<file path="src/rtl/mac_tile_ctrl.sv">
// mac_tile_ctrl
// -------------
// Runs one dot-product job on a single mac_tile. A start command carries the
// chunk count K. The controller then accepts K operand chunks and forwards
// each one to the tile. It follows the tile's two-stage latency with a shadow
// valid pipe (v0, v1) and adds each tile partial sum into a wide signed
// accumulator. The final sum is presented on a valid/ready result port.
//
// Handshakes: a transfer happens on a rising edge where valid and ready are
// both high. in_ready is high only in RUN. res_valid is high only in DONE and
// holds res_data stable until res_ready is seen. Neither ready nor valid
// depends combinationally on its partner.
//
// Ports:
//   clk, reset_n             clock, synchronous active-low reset
//   start, num_chunks        job request and chunk count K (sampled in IDLE)
//   busy                     high in any state other than IDLE
//   in_valid/in_ready        operand chunk handshake
//   in_a, in_b               pr lanes of signed bw-bit operands
//   tile_a, tile_b           operands to the tile (zero when not firing)
//   tile_out                 signed partial sum from the tile
//   res_valid/res_ready      result handshake
//   res_data                 signed accumulated dot product
module mac_tile_ctrl #(
  parameter int pr      = 8,
  parameter int bw      = 8,
  parameter int bw_psum = 2 * bw + 3,
  parameter int cnt_bw  = 8,
  parameter int bw_acc  = bw_psum + cnt_bw
) (
  input  logic                 clk,
  input  logic                 reset_n,
  input  logic                 start,
  input  logic [cnt_bw-1:0]    num_chunks,
  output logic                 busy,
  input  logic                 in_valid,
  output logic                 in_ready,
  input  logic [pr*bw-1:0]     in_a,
  input  logic [pr*bw-1:0]     in_b,
  output logic [pr*bw-1:0]     tile_a,
  output logic [pr*bw-1:0]     tile_b,
  input  logic [bw_psum-1:0]   tile_out,
  output logic                 res_valid,
  input  logic                 res_ready,
  output logic [bw_acc-1:0]    res_data
);

  typedef enum logic [1:0] {
    S_IDLE  = 2'd0,
    S_RUN   = 2'd1,
    S_DRAIN = 2'd2,
    S_DONE  = 2'd3
  } state_t;

  state_t             state_q, state_d;
  logic [cnt_bw-1:0]  k_q, k_d;
  logic [cnt_bw-1:0]  issued_q, issued_d;
  logic [cnt_bw-1:0]  issued_inc;
  logic               v0_q, v0_d;
  logic               v1_q, v1_d;
  logic [bw_acc-1:0]  acc_q, acc_d;
  logic [bw_acc-1:0]  tile_sext;
  logic               busy_q, busy_d;
  logic               in_ready_q, in_ready_d;
  logic               res_valid_q, res_valid_d;
  logic               fire;

  assign fire       = in_valid & in_ready_q;
  assign issued_inc = issued_q + {{(cnt_bw-1){1'b0}}, 1'b1};
  assign tile_sext  = {{(bw_acc-bw_psum){tile_out[bw_psum-1]}}, tile_out};

  // The tile sees zeros on non-fire cycles. Gap cycles therefore push a zero
  // partial sum through the tile. That sum is also never accumulated, because
  // v0 is low for those cycles.
  assign tile_a = fire ? in_a : '0;
  assign tile_b = fire ? in_b : '0;

  assign busy      = busy_q;
  assign in_ready  = in_ready_q;
  assign res_valid = res_valid_q;
  assign res_data  = acc_q;

  always_comb begin
    state_d  = state_q;
    k_d      = k_q;
    issued_d = issued_q;
    v0_d     = 1'b0;
    // v1 marks the cycle in which tile_out holds the sum of a real chunk.
    v1_d     = v0_q;
    acc_d    = v1_q ? (acc_q + tile_sext) : acc_q;

    case (state_q)
      S_IDLE: begin
        if (start) begin
          acc_d = '0;
          if (num_chunks != '0) begin
            k_d      = num_chunks;
            issued_d = '0;
            state_d  = S_RUN;
          end else begin
            state_d = S_DONE;
          end
        end
      end
      S_RUN: begin
        if (fire) begin
          issued_d = issued_inc;
          v0_d     = 1'b1;
          if (issued_inc == k_q) state_d = S_DRAIN;
        end
      end
      S_DRAIN: begin
        // This is the last chunk's accumulation edge: it is in v1, and no
        // chunk is left behind it in v0.
        if (v1_q && !v0_q) state_d = S_DONE;
      end
      S_DONE: begin
        if (res_ready) state_d = S_IDLE;
      end
      default: state_d = S_IDLE;
    endcase

    busy_d      = (state_d != S_IDLE);
    in_ready_d  = (state_d == S_RUN);
    res_valid_d = (state_d == S_DONE);
  end

  always_ff @(posedge clk) begin
    if (!reset_n) begin
      state_q     <= S_IDLE;
      k_q         <= '0;
      issued_q    <= '0;
      v0_q        <= 1'b0;
      v1_q        <= 1'b0;
      acc_q       <= '0;
      busy_q      <= 1'b0;
      in_ready_q  <= 1'b0;
      res_valid_q <= 1'b0;
    end else begin
      state_q     <= state_d;
      k_q         <= k_d;
      issued_q    <= issued_d;
      v0_q        <= v0_d;
      v1_q        <= v1_d;
      acc_q       <= acc_d;
      busy_q      <= busy_d;
      in_ready_q  <= in_ready_d;
      res_valid_q <= res_valid_d;
    end
  end

endmodule

</file>
<file path="config.mk">
export PLATFORM = sky130hd
export DESIGN_NAME = mac_tile_ctrl
export DESIGN_NICKNAME = d
export VERILOG_FILES = /design/src/rtl/mac_tile_ctrl.sv
export SDC_FILE = /design/constraint.sdc
export NUM_CORES = 1
export LEC_CHECK = 0
export ABC_AREA = 1
export BUFFER_PORTS_ARGS = -buffer_cell sky130_fd_sc_hd__buf_4
export CAP_MARGIN = 20
export CORE_AREA = 3 3 122 124
export DETAILED_ROUTE_END_ITERATION = 6
export DIE_AREA = 0 0 125 127
export PLACE_DENSITY = 0.65
export SETUP_SLACK_MARGIN = 0.02
export SLEW_MARGIN = 20
export SYNTH_ARGS = -nofsm -noshare
export SYNTH_HDL_FRONTEND = slang
export SYNTH_SLANG_ARGS = --single-unit
</file>
<file path="constraint.sdc">
create_clock -name clk -period 3.8 [get_ports clk]
set_clock_uncertainty 0.05 [all_clocks]
set_input_delay 0.57 -clock clk [delete_from_list [all_inputs] [get_ports clk]]
set_output_delay 0.57 -clock clk [all_outputs]
set_load 0.01 [all_outputs]
</file>
==> flow_metrics.env, run 1 <==
export IMPL_drt_total_wl_microns=22200
export IMPL_synthTopCellsByArea="dfxtp_1 (21%), inv_1 (17%), nor2_1 (17%)"
export IMPL_min_period_ns=2.51
export IMPL_dp_hpwl_microns=19100
export IMPL_crit_path_end_kind="output pin"
export IMPL_maxCapViolCount=0
export IMPL_synthFlopType="dfxtp_1"
export IMPL_leakage_nw=4.65
export IMPL_clock_power_share=0.344
export IMPL_crit_arrival_ns=1.89
export IMPL_cts_resized_gates=0
export IMPL_rows=43
export IMPL_tightest_slew_ns=0.660
export IMPL_power_switching_uw=475
export IMPL_drive_gt1_frac=0.293
export IMPL_syn_area_sq_um=4830
export IMPL_synth_async_sr_flop_share=0
export IMPL_seqPwrFrac=0.350
export IMPL_synthCells=886
export IMPL_first_pass_iters=5
export IMPL_crit_fanout=67
export IMPL_startpoint_type="primary input"
export IMPL_timing_rr_start="res_data[0]"
export IMPL_drt_wirelength_per_cell_microns=16.2
export IMPL_r2r_end="res_data[24]"
export IMPL_vdd_drop_max_v=0.000174
export IMPL_crit_slowest_cell="nand2_4"
export IMPL_synth_largest_area_cell="dfxtp_1"
export IMPL_max_freq_mhz=399
export IMPL_pwr_density_cell_nw_per_um2=207
export IMPL_finalHoldViolCount=0
export IMPL_path_clk_slew_ns=0.07
export IMPL_synth_common_cells="inv_1 (221), nor2_1 (214), nand2_1 (139)"
export IMPL_fin_area_sq_um=7540
export IMPL_slew_headroom=0.560
export IMPL_synth_edf_count=0
export IMPL_slew_violations=0
export IMPL_fin_cells=1370
export IMPL_max_stage_delay_ns=0.48
export IMPL_setup_tns_final_ns=0
export IMPL_grt_usage=0.263
export IMPL_rsz0062_at_grt="false"
export IMPL_worstSetupPathType="primary input to output pin"
export IMPL_numPortBuffers=317
export IMPL_area_delta_synth_final_pct=56.2
export IMPL_nNetsFinal=1377
export IMPL_cts_tree="done"
export IMPL_initial_utilization=0.348
export IMPL_finalSetupViolations=0
export IMPL_viasPerCell=4.59
export IMPL_yosysMostFrequentCell="inv_1"
export IMPL_dieArea_sq_um=15900
export IMPL_die_height_microns=127
export IMPL_fillers=1486
export IMPL_path_cells="buf_4 -> nand2_4 -> buf_4 -> nor2_1 -> buf_4"
export IMPL_yosysTopAreaCellShare=0.207
export IMPL_io_pins=318
export IMPL_ys_warn_count=0
export IMPL_grt_pass1_wl_microns=33200
export IMPL_dp_cells=1362
export IMPL_grt_max_degree=68
export IMPL_clockRootBuffer="clkbuf_16"
export IMPL_gp_congestion=0.939
export IMPL_cts_buffers=5
export IMPL_die_w_microns=125
export IMPL_reg2reg_depth=14
export IMPL_combPwrFrac=0.306
export IMPL_reg2reg_slack_ns=1.62
export IMPL_overflow=0
export IMPL_ys_ff_latch=50
export IMPL_antenna_found_initial=0
export IMPL_drc_errors=0
export IMPL_htree_levels=2
export IMPL_clk_latency_ns=0.30
export IMPL_grt_pass1_vias=5914
export IMPL_synth_cell_types=37
export IMPL_syn_num_nets=1074
export IMPL_min_from="v0_q"
export IMPL_place_area_sq_um=7370
export IMPL_cts_sinks=50
export IMPL_cp_data_required_time_ns=3.18
export IMPL_syn_area_per_cell_sq_um=5.45
export IMPL_cts_path_max_buffers=2
export IMPL_post_cts_setup_buffer_count=0
export IMPL_holdPathStages=2
export IMPL_antenna_cells=0
export IMPL_vias=6282
export IMPL_coreArea_sq_um=13900
export IMPL_hp_class="register to register"
export IMPL_cp_common_cell="buf_4"
export IMPL_switching_share=0.305
export IMPL_ant_nets=0
export IMPL_whs_endpoint="v1_q"
export IMPL_finalCritPeriodShare=0.660
export IMPL_cts_hold_buf=0
export IMPL_run_status="finished, final reports clean"
export IMPL_drt_initial_drc_count=361
export IMPL_p_int_mw=1.08
export IMPL_yosysSeqAreaShare=0.207
[power by group through the flow]
stage | Combinational [mW] | Clock, mW | Sequential, mW
after floorplan | 0.204 | 0 | 0.557
after global placement | 0.476 | 0 | 0.558
after detailed placement | 0.477 | 0 | 0.558
after CTS | 0.480 | 0.547 | 0.545
after global routing | 0.526 | 0.567 | 0.547
final | 0.476 | 0.536 | 0.545
[state kept, by name (all words and copies together) (netlist names)]
name,cells
res_data,27
issued_q,8
k_q,8
state_q,2
busy,1
in_ready,1
res_valid,1
v0_q,1
v1_q,1
[how the worst max path moves through the flow]
stage / startpoint / to / slack (ns) / depth (start not counted)
global route: in_ready / tile_a[6] / 1.16 / 4
CTS: in_valid / tile_a[6] / 1.28 / 5
floorplan: tile_out[0] / res_data[16] / 1.63 / 11
finish: in_valid / tile_a[15] / 1.29 / 5
global placement: in_valid / tile_b[41] / 1.28 / 5
detailed placement: tile_out[0] / res_data[24] / 1.26 / 15
[logic make-up after synthesis]
| kind of cell | count (synthesis) | synth area share |
|---|---|---|
| compound gates | 99 | 0.113 |
| buf+inv | 247 | 0.193 |
| simple gates | 444 | 0.380 |
| xor+xnor | 18 | 0.0327 |
| flops | 50 | 0.207 |
| fa+ha+maj | 28 | 0.0741 |
[through the flow]
step,total power [mW],hold WS [ns],utilization,worst slack [ns]
after floorplan,0.761,0.357,-,1.63
final,1.56,0.403,0.543,1.29
after global placement,1.03,0.388,0.531,1.28
after detailed placement,1.03,0.395,0.531,1.26
after global routing,1.64,0.433,0.543,1.16
after CTS,1.57,0.406,0.543,1.28
[critical path, delay by kind of cell]
| family | cells | cell delay [ns] |
|---|---|---|
| AND/OR/NAND/NOR | 2 | 0.57 |
| buffers and inverters | 3 | 0.72 |
[cells in the final DEF (no fill, tap or decap), types with 2 or more instances in the layout]
cell type | Yosys | layout
a21o_1 | 3 | 3
or2_2 | 3 | 3
nand2_1 | 139 | 138
nor2_2 | 7 | 7
nand3_1 | 46 | 46
clkbuf_16 | 0 | 5
nor3_1 | 13 | 13
xor2_1 | 11 | 11
o21ai_0 | 38 | 38
ha_1 | 27 | 27
buf_4 | 1 | 320
nand3_2 | 3 | 3
and2_1 | 2 | 2
o21ai_1 | 3 | 3
nand4_1 | 11 | 11
dfxtp_1 | 50 | 50
xnor2_1 | 7 | 7
inv_1 | 221 | 221
nor2_1 | 214 | 214
o211ai_1 | 4 | 4
a21oi_1 | 41 | 41
nand2_2 | 3 | 3
nand3b_1 | 2 | 2
o21bai_1 | 2 | 2
[area by class of cell]
cell class / count / area (sq um) / share of cell area
well taps: 180 / 225 / 0.0299
flip-flops and latches: 50 / 1000 / 0.133
multi-input cells: 589 / 2900 / 0.385
repair buffers: 320 / 2400 / 0.319
inverters: 223 / 837 / 0.111
clock buffers: 5 / 125 / 0.0166
clock inverters: 3 / 47.5 / 0.00631
[routing by layer]
metal | vias up | global-route usage | part of all wire
met4 | 0 | 0.0293 | 0.0060
met1 | 2743 | 0.317 | 0.39
met5 | - | 0 | 0
li1 | 3267 | - | -
met3 | 10 | 0.0778 | 0.092
met2 | 262 | 0.480 | 0.51
(Power assumes the default switching activity.)
==> run 2, diff against run 1 <==
Settings changed: CORE_AREA 3 3 122 124 to 3 3 124 126, DIE_AREA 0 0 125 127 to 0 0 127 129, PLACE_DENSITY 0.65 to 0.63.
Clock period 3.8 ns to 2.51 ns, I/O delays scaled along.
==> flow_metrics.env, run 2 (synthesis gave the netlist of run 1 again) <==
export IMPL_rsz0062_at_grt="false"
export IMPL_p_int_mw=1.55
export IMPL_rows=44
export IMPL_worstSetupStartpoint="res_data[0]"
export IMPL_grt_usage=0.256
export IMPL_clockRootBuffer="clkbuf_16"
export IMPL_final_common_cell="buf_4"
export IMPL_hp_class="primary input to register"
export IMPL_first_pass_iters=5
export IMPL_switching_share=0.330
export IMPL_slew_violations=0
export IMPL_numPortBuffers=317
export IMPL_cts_tree="done"
export IMPL_cts_path_max_buffers=2
export IMPL_area_delta_synth_final_pct=56.4
export IMPL_vdd_drop_max_v=0.000289
export IMPL_path_clk_slew_ns=0.08
export IMPL_cts_sinks=50
export IMPL_leakage_nw=4.65
export IMPL_io_pins=318
export IMPL_fin_ws_ns=0.312
export IMPL_finalHoldViolCount=0
export IMPL_cts_hold_buf=0
export IMPL_die_height_microns=129
export IMPL_drc_errors=0
export IMPL_dp_cells=1369
export IMPL_drive_gt1_frac=0.295
export IMPL_pwr_density_cell_nw_per_um2=306
export IMPL_post_cts_setup_buffer_count=0
export IMPL_crit_path_end="res_data[24]"
export IMPL_initial_utilization=0.335
export IMPL_max_freq_mhz=455
export IMPL_timing_hold_ws_ns=0.284
export IMPL_nNetsFinal=1380
export IMPL_fin_cells=1378
export IMPL_finalSetupViolations=0
export IMPL_drt_initial_drc_count=310
export IMPL_worstSetupPathType="register to register"
export IMPL_grt_pass1_wl_microns=32200
export IMPL_grt_max_degree=43
export IMPL_fin_area_sq_um=7550
export IMPL_cts_buffers=5
export IMPL_cts_resized_gates=0
export IMPL_gp_congestion=0.904
export IMPL_htree_levels=2
export IMPL_overflow=0
export IMPL_setup_tns_final_ns=0
export IMPL_reg2reg_depth=14
export IMPL_drt_wirelength_per_cell_microns=16.7
export IMPL_tightest_slew_ns=0.644
export IMPL_final_cell_mix="buf_4 (323), inv_1 (221), nor2_1 (214), nand2_1 (138), dfxtp_1 (50)"
export IMPL_antenna_found_initial=2
export IMPL_crit_fanout=4
export IMPL_die_w_microns=127
export IMPL_timing_rr_start="res_data[0]"
export IMPL_reg2reg_slack_ns=0.31
export IMPL_ant_nets=0
export IMPL_crit_arrival_ns=2.36
export IMPL_finalCritPeriodShare=0.876
export IMPL_run_status="finished, final reports clean"
export IMPL_startpoint_type="register"
export IMPL_dp_hpwl_microns=19900
export IMPL_r2r_end="res_data[24]"
export IMPL_clock_power_share=0.327
export IMPL_coreArea_sq_um=14400
export IMPL_vias=6347
export IMPL_slew_headroom=0.568
export IMPL_seqPwrFrac=0.357
export IMPL_min_period_ns=2.20
export IMPL_grt_pass1_vias=5690
export IMPL_largest_reg_flops=27
export IMPL_crit_path_end_kind="register"
export IMPL_cp_data_required_time_ns=2.67
export IMPL_drt_total_wl_microns=23000
export IMPL_combPwrFrac=0.316
export IMPL_power_switching_uw=762
export IMPL_maxCapViolCount=0
export IMPL_clk_latency_ns=0.30
export IMPL_dp_slack_ns=0.134
export IMPL_place_area_sq_um=7390
export IMPL_dieArea_sq_um=16400
export IMPL_viasPerCell=4.61
## run 2: cell types whose count changed in the layout (fill, tap and decap cells not counted)
cell       before  now
buf_4         320  323
inv_8           0    1
diode_2         0    1
bufinv_16       1    0
## run 2: area by class of cell
cell class	count	area [sq um]
fill	1599	6870
multi-input combinational	589	2900
timing repair buffer	323	2420
sequential	50	1000
inverter	223	837
tap	184	230
clock buffer	5	125
clock inverter	3	28.8
antenna	1	2.50
## run 2: per-layer routing
metal  routed length (microns)  track usage  vias up
met3                      2150       0.0880       33
met4                       580       0.0826        2
met1                      9120        0.306     2793
met2                     11100        0.434      248
li1                          -            -     3271
met5                         7            0        -
## run 2: how the worst min path moves through the flow
| stage | endpoint | cells after the start | start |
|---|---|---|---|
| 6_report | k_q[2] | 3 | num_chunks[2] |
| 4_1_cts | k_q[2] | 3 | num_chunks[2] |
| 2_1_floorplan | v1_q | 2 | v0_q |
| 3_3_place_gp | v1_q | 2 | v0_q |
| 3_5_place_dp | v1_q | 2 | v0_q |
| 5_1_grt | k_q[0] | 3 | num_chunks[0] |
## run 2: worst max-delay path, stage by stage (launching register included)
cell     delay, ns
dfxtp_1       0.33
ha_1          0.23
fa_1          0.44
nand2_1       0.11
nor2_1        0.04
nor2_1        0.21
o21ai_2       0.15
nand2_1       0.08
nand2_1       0.10
nand2_1       0.10
nand2_1       0.05
nand2_1       0.06
nand3_1       0.06
nand2_1       0.07
inv_1         0.03
## run 2: power groups by stage
| stage | clock (mW) | sequential (mW) | combinational, mW |
|---|---|---|---|
| floorplan | 0 | 0.843 | 0.309 |
| global placement | 0 | 0.843 | 0.728 |
| detailed placement | 0 | 0.844 | 0.731 |
| CTS | 0.771 | 0.825 | 0.734 |
| global route | 0.801 | 0.827 | 0.800 |
| finish | 0.755 | 0.825 | 0.731 |
## run 2: stage by stage
stage | utilization | total power, mW
global route | 0.524 | 2.43
finish | 0.524 | 2.31
floorplan | - | 1.15
global placement | 0.513 | 1.57
CTS | 0.523 | 2.33
detailed placement | 0.513 | 1.57
